$ cat config.mk
export PLATFORM = sky130hd
export DESIGN_NAME = pc_fetch_ctrl_flat
export DESIGN_NICKNAME = d
export VERILOG_FILES = /design/src/rtl/pc_fetch_ctrl_if.sv /design/src/rtl/pc_fetch_ctrl.sv /design/src/flat_wrapper.sv
export SDC_FILE = /design/constraint.sdc
export NUM_CORES = 1
export LEC_CHECK = 0
export ABC_AREA = 1
export CORE_ASPECT_RATIO = 0.9
export CORE_MARGIN = 2
export CORE_UTILIZATION = 40
export DETAILED_ROUTE_END_ITERATION = 8
export PLACE_DENSITY = 0.76
export SYNTH_ARGS = -nofsm -noshare
export SYNTH_HDL_FRONTEND = slang
export SYNTH_SLANG_ARGS = --single-unit
$ cat constraint.sdc
create_clock -name clk -period 1.8 [get_ports clk]
set_clock_uncertainty 0.1 [all_clocks]
set_input_delay 0.27 -clock clk [delete_from_list [all_inputs] [get_ports clk]]
set_output_delay 0.27 -clock clk [all_outputs]
set_load 0.005 [all_outputs]
$ cat src/rtl/pc_fetch_ctrl_if.sv
// rtl/pc_fetch_ctrl_if.sv - instruction memory request/response bus
//
// Purpose: SRAM-like fetch bus between the fetch controller and instruction memory.
// Signals:
//   imem_req      fetch request (master -> slave)
//   imem_addr     fetch address (master -> slave)
//   imem_addr_ok  request accepted this cycle (slave -> master)
//   imem_data_ok  read data valid this cycle (slave -> master)
//   imem_rdata    read data (slave -> master)
interface pc_fetch_ctrl_if #(
  parameter int WIDTH = 32
);
  logic             imem_req;
  logic [WIDTH-1:0] imem_addr;
  logic             imem_addr_ok;
  logic             imem_data_ok;
  logic [WIDTH-1:0] imem_rdata;

  modport master (
    output imem_req,
    output imem_addr,
    input  imem_addr_ok,
    input  imem_data_ok,
    input  imem_rdata
  );

  modport slave (
    input  imem_req,
    input  imem_addr,
    output imem_addr_ok,
    output imem_data_ok,
    output imem_rdata
  );
endinterface

$ cat src/rtl/pc_fetch_ctrl.sv
// rtl/pc_fetch_ctrl.sv - PC sequencing and instruction fetch handshake
//
// Purpose: owns the PC, picks the next PC (exception > eret > branch > PC+4),
// issues one fetch at a time and holds the fetched instruction for decode.
// Ports:
//   clk, resetn            clock, asynchronous active-low reset
//   stall                  decode cannot accept the held instruction
//   exc_valid              redirect to EXC_PC
//   eret_valid, eret_pc    redirect to EPC
//   br_valid, br_target    branch/jump redirect
//   imem                   fetch bus (master side)
//   inst_valid, inst,      instruction handed to decode
//   inst_pc, inst_adel     its PC and misaligned-fetch flag (inst forced to 0)
module pc_fetch_ctrl #(
  parameter int               WIDTH    = 32,
  parameter logic [WIDTH-1:0] RESET_PC = 32'hBFC0_0000,
  parameter logic [WIDTH-1:0] EXC_PC   = 32'hBFC0_0380
) (
  input  logic             clk,
  input  logic             resetn,
  input  logic             stall,
  input  logic             exc_valid,
  input  logic             eret_valid,
  input  logic [WIDTH-1:0] eret_pc,
  input  logic             br_valid,
  input  logic [WIDTH-1:0] br_target,
  pc_fetch_ctrl_if.master  imem,
  output logic             inst_valid,
  output logic [WIDTH-1:0] inst,
  output logic [WIDTH-1:0] inst_pc,
  output logic             inst_adel
);

  localparam logic [1:0] ST_BOOT = 2'd0;
  localparam logic [1:0] ST_REQ  = 2'd1;
  localparam logic [1:0] ST_WAIT = 2'd2;
  localparam logic [1:0] ST_HOLD = 2'd3;

  logic [1:0]       state;
  logic [WIDTH-1:0] pc;
  logic             kill;       // outstanding fetch belongs to a squashed PC
  logic             redir;
  logic [WIDTH-1:0] redir_pc;
  logic             pc_misaligned;

  assign redir         = exc_valid | eret_valid | br_valid;
  assign pc_misaligned = |pc[1:0];

  always_comb begin
    redir_pc = br_target;
    if (eret_valid) redir_pc = eret_pc;
    if (exc_valid)  redir_pc = EXC_PC;
  end

  // The request is suppressed during a redirect so nothing is issued to the
  // stale PC, and for a misaligned PC, which turns into an AdEL instead.
  assign imem.imem_req  = (state == ST_REQ) && !redir && !pc_misaligned;
  assign imem.imem_addr = pc;
  assign inst_valid     = (state == ST_HOLD);

  always_ff @(posedge clk or negedge resetn) begin
    if (!resetn) begin
      state     <= ST_BOOT;
      pc        <= RESET_PC;
      kill      <= 1'b0;
      inst      <= '0;
      inst_pc   <= '0;
      inst_adel <= 1'b0;
    end else begin
      case (state)
        ST_BOOT: begin
          // Redirects are not sampled here.
          state <= ST_REQ;
        end

        ST_REQ: begin
          if (redir) begin
            pc <= redir_pc;
          end else if (pc_misaligned) begin
            inst      <= '0;
            inst_pc   <= pc;
            inst_adel <= 1'b1;
            state     <= ST_HOLD;
          end else if (imem.imem_addr_ok) begin
            state <= ST_WAIT;
          end
        end

        ST_WAIT: begin
          if (imem.imem_data_ok) begin
            // The transaction retires now; any redirect this cycle needs no kill.
            kill <= 1'b0;
            if (redir) begin
              pc    <= redir_pc;
              state <= ST_REQ;
            end else if (kill) begin
              state <= ST_REQ;
            end else begin
              inst      <= imem.imem_rdata;
              inst_pc   <= pc;
              inst_adel <= 1'b0;
              state     <= ST_HOLD;
            end
          end else if (redir) begin
            // Last redirect wins while the squashed fetch is still in flight.
            pc   <= redir_pc;
            kill <= 1'b1;
          end
        end

        ST_HOLD: begin
          // A redirect flushes decode in the same cycle, so it beats accept.
          if (redir) begin
            pc    <= redir_pc;
            state <= ST_REQ;
          end else if (!stall) begin
            pc    <= pc + WIDTH'(4);
            state <= ST_REQ;
          end
        end

        default: state <= ST_BOOT;
      endcase
    end
  end

endmodule

$ cat src/flat_wrapper.sv
// flat-port wrapper written by rule: the top's interface ports become plain ports
module pc_fetch_ctrl_flat 
#(
  parameter int               WIDTH    = 32,
  parameter logic [WIDTH-1:0] RESET_PC = 32'hBFC0_0000,
  parameter logic [WIDTH-1:0] EXC_PC   = 32'hBFC0_0380
)
  (clk, resetn, stall, exc_valid, eret_valid, eret_pc, br_valid, br_target, inst_valid, inst, inst_pc, inst_adel, imem_imem_req, imem_imem_addr, imem_imem_addr_ok, imem_imem_data_ok, imem_imem_rdata);
  pc_fetch_ctrl_if #(.WIDTH(WIDTH)) imem_i ();
  input  logic clk;
  input  logic resetn;
  input  logic stall;
  input  logic exc_valid;
  input  logic eret_valid;
  input  logic [WIDTH-1:0] eret_pc;
  input  logic br_valid;
  input  logic [WIDTH-1:0] br_target;
  output logic inst_valid;
  output logic [WIDTH-1:0] inst;
  output logic [WIDTH-1:0] inst_pc;
  output logic inst_adel;
  output wire logic [$bits(imem_i.imem_req)-1:0] imem_imem_req;
  output wire logic [$bits(imem_i.imem_addr)-1:0] imem_imem_addr;
  input wire logic [$bits(imem_i.imem_addr_ok)-1:0] imem_imem_addr_ok;
  input wire logic [$bits(imem_i.imem_data_ok)-1:0] imem_imem_data_ok;
  input wire logic [$bits(imem_i.imem_rdata)-1:0] imem_imem_rdata;
  assign imem_imem_req = imem_i.imem_req;
  assign imem_imem_addr = imem_i.imem_addr;
  assign imem_i.imem_addr_ok = imem_imem_addr_ok;
  assign imem_i.imem_data_ok = imem_imem_data_ok;
  assign imem_i.imem_rdata = imem_imem_rdata;
  pc_fetch_ctrl #(.WIDTH(WIDTH), .RESET_PC(RESET_PC), .EXC_PC(EXC_PC)) u_core (.clk(clk), .resetn(resetn), .stall(stall), .exc_valid(exc_valid), .eret_valid(eret_valid), .eret_pc(eret_pc), .br_valid(br_valid), .br_target(br_target), .imem(imem_i), .inst_valid(inst_valid), .inst(inst), .inst_pc(inst_pc), .inst_adel(inst_adel));
endmodule
==> summary.md <==
| Metric | Value |
|---|---|
| # rows | 40 |
| Wire length of the first global-routing pass | 30900 µm |
| Pint | 9.87 mW |
| Crit path max fanout | 8 |
| DP HPWL | 13600 µm |
| Post-synth EDFFs | 0 |
| Comb power frac | 0.601 |
| Max Slew Vio Count | 0 |
| Top-count cell post-synth | nand2_1 |
| DRC | 0 |
| Critical path capture point type | flip-flop |
| Max Root-Sink Buffers | 2 |
| GPL Wtd Cong | 0.956 |
| RSZ-0062 raised after global routing | yes |
| Crit start category | flip-flop |
| DRC violation total after the first TritonRoute iteration | 486 |
| Synth cell count leaders | 283 x nand2_1, 91 x dfrtp_1, 69 x nor2_1 |
| Post-synthesis cell count | 752 |
| Synth top area share | 0.409 |
| Critical Path RT | 2000 ps |
| Skew-Pair Late Insertion Delay | 350 ps |
| Final hold vios | 0 |
| Pwr Density | approximately 1700 mW/mm² |
| Height of the die | approximately 120 µm |
| Crit path time final | 1860 ps |
| Critical path type | reg2reg |
| Worst Tran Pin Value | 398 ps |
| Yosys reg bits | 100 |
| VDD IR-drop max | approximately 0.96 mV |
| Reg-to-reg setup timing slack | -60 ps |
| Drt via density | ~5.2 |
| I/O pin cnt | approximately 200 |
| Total Routing Usage GR | 0.268 |
| Register clock-pin slew on the reported worst setup and hold paths | 70 ps |
| Initial antenna violation count | 0 |
| Failing checks | negative setup slack |
| Antenna viol nets, final | 0 |
| R2R depth | 11 |
| Critical path capture point | u_core.inst[4]$_DFFE_PN0P_ |
| Maximum clock rate | ~540 MHz |
| CTS Buf Count | 9 |
| Maximum Capacitance Violations | 0 |
| Slew HR | 0.732 |
| Mapped Area | roughly 0.0056 mm² |
| Post-Syn Nets | 861 |
| IO Port Bufs | 202 |
| Die X-Extent | 128 µm |
| Core box area | 0.0135 mm² |
| Number of synthesis warnings | 0 |
| WL final | 20700 µm |
| Layout area overhead | 72.5% |
| Vias in the first global route | around 6000 |
| Main area contributors after synthesis | dfrtp_1 41%, nand2_1 19%, o21ai_0 4.7% |
| Main flop type after synthesis | dfrtp_1 |
| Synth cell types | 37 |
| Clock Sinks | 100 |
| Initial Util | 0.414 |
| CTS tree | done |
| Sequential Power Share | 0.268 |
| Drt wl/cell | 17.0 µm |
| Sequential share of the synthesized area | 0.451 |
| Pre-antenna DRT Iters | 5 |
| Cell taking the most area after synthesis | dfrtp_1 |
| Die area | 0.0149 mm² |
| Arr. time, crit path | 2060 ps |
| Total power | 16.0 mW |
| Largest net degree at the start of global routing | 39 |
| # diodes | 0 |
| Root buffer cell | clkbuf_16 |
| Setup TNS | -1370 ps |
| Layout cells sized above 1 | 0.243 |
| Period Utilization, post-route | 1.04 |
| Syn Area/Cell | about 7.4 µm² |
| H-tree levels | 3 |
| Async SR Flop Fraction | 1.00 |
| Final WS setup | -64.6 ps |
| Final #Nets | 1151 |
| Net Sw Power | 6.18 mW |
| Min-delay worst type | in2async |
| LEAKAGE | 4.51 nW |
| Sw Share | 0.385 |
| Worst reg2reg endpoint | u_core.inst[4]$_DFFE_PN0P_ |
| Status | finished with violations |
| R2R Path Start | u_core.state[0]$_DFFE_PN0P_ |
| Clock share of power | 0.131 |
| Worst setup startpoint | u_core.state[0]$_DFFE_PN0P_ |
| Via count | between 6000 and 7000 |
| GRT overflow | 0 |
| Setup violators final | between 40 and 50 |
worst min path at each step:
stage                                           endpoint  slack [ps]    from
detailed placement        u_core.inst_pc[26]$_DFFE_PN0P_         110  resetn
global placement          u_core.inst_pc[26]$_DFFE_PN0P_         110  resetn
finish                    u_core.inst_pc[26]$_DFFE_PN0P_         270  resetn
floorplan           u_core.imem.imem_addr[0]$_DFFE_PN0P_        -130  resetn
CTS                       u_core.inst_pc[26]$_DFFE_PN0P_         270  resetn
global route              u_core.inst_pc[26]$_DFFE_PN0P_         290  resetn
registers in the layout, summed over array words and instances (netlist names):
register	flops
u_core.inst_adel	1
u_core.state	2
u_core.imem.imem_addr	32
u_core.inst_pc	32
u_core.kill	1
u_core.inst	32
cells in the final DEF (no fill, tap or decap), types with 16 or more instances in the layout:
cell	n
nand2_1	243
clkdlybuf4s50_1	189
dfrtp_1	88
buf_4	72
nor2_1	60
inv_1	48
nand3_1	43
o21ai_1	28
nand2_2	27
o21ai_0	26
o21ai_2	20
a21oi_1	19
nand2_4	16
buf_6	16
timing repair:
action / CTS / global route
endpoints found under the hold margin: 14 / 0
buffers inserted: 21 / 11
cloned: 9 / 2
setup endpoints to repair: 82 / 108
hold buffers: 1 / 0
pin swaps: 11 / 26
gates resized for setup: 70 / 120
through the flow:
step                hold WS (ps)  utilization  setup WS [ps]  cells  instance area [µm²]
floorplan                   -126            -           20.9    752                 5570
global placement             106        0.612           -323   1157                 8240
detailed placement           109        0.612           -348   1157                 8240
CTS                          270        0.678          -38.9   1204                 9130
global route                 290        0.713           -129   1215                 9610
finish                       269        0.713          -64.6   1215                 9610
worst max-delay path, stage by stage, from the launching register on:
cell	delay (ps)
dfrtp_1	420
buf_6	140
ha_4	170
nand3_4	110
nand2_2	80
a21oi_4	160
nand2_4	100
nor2_4	120
buf_6	150
buf_16	150
nand2_2	50
nand2_1	50
cell type report:
| class | instances | area, µm² |
|---|---|---|
| Fill cell | 1028 | 3860 |
| Timing Repair Buffer | 314 | 3290 |
| Multi-Input combinational cell | 563 | 3050 |
| Sequential cell | 100 | 2520 |
| Clock buffer | 11 | 233 |
| Inverter | 54 | 215 |
| Tap cell | 168 | 210 |
| Clock inverter | 5 | 82.6 |
per-layer routing:
metal / vias to the layer above / global-route usage / routed length (µm)
li1: 3014 / - / -
met4: 0 / 0.0806 / 491
met2: 332 / 0.422 / 9780
met5: - / 0 / 0
met1: 2961 / 0.360 / 8320
met3: 43 / 0.0799 / 2100
cells by family after synthesis:
family,Yosys count,share of synthesized area
buffers and inverters,89,0.0793
AO/OA/AOI/OAI,124,0.132
AND/OR/NAND/NOR,431,0.321
multiplexers,1,0.00180
XOR/XNOR,2,0.00315
flip-flops,100,0.451
adder cells (fa/ha/maj),5,0.0112
power groups by stage:
| stage | clock (mW) | sequential [mW] | combinational [mW] |
|---|---|---|---|
| 2_1_floorplan | 0 | 4.33 | 3.14 |
| 3_3_place_gp | 0 | 4.33 | 7.10 |
| 3_5_place_dp | 0 | 4.33 | 7.23 |
| 4_1_cts | 2.14 | 4.21 | 8.67 |
| 5_1_grt | 2.25 | 4.40 | 10.4 |
| 6_report | 2.11 | 4.29 | 9.64 |
No activity file was read; power rests on OpenSTA's default activity.
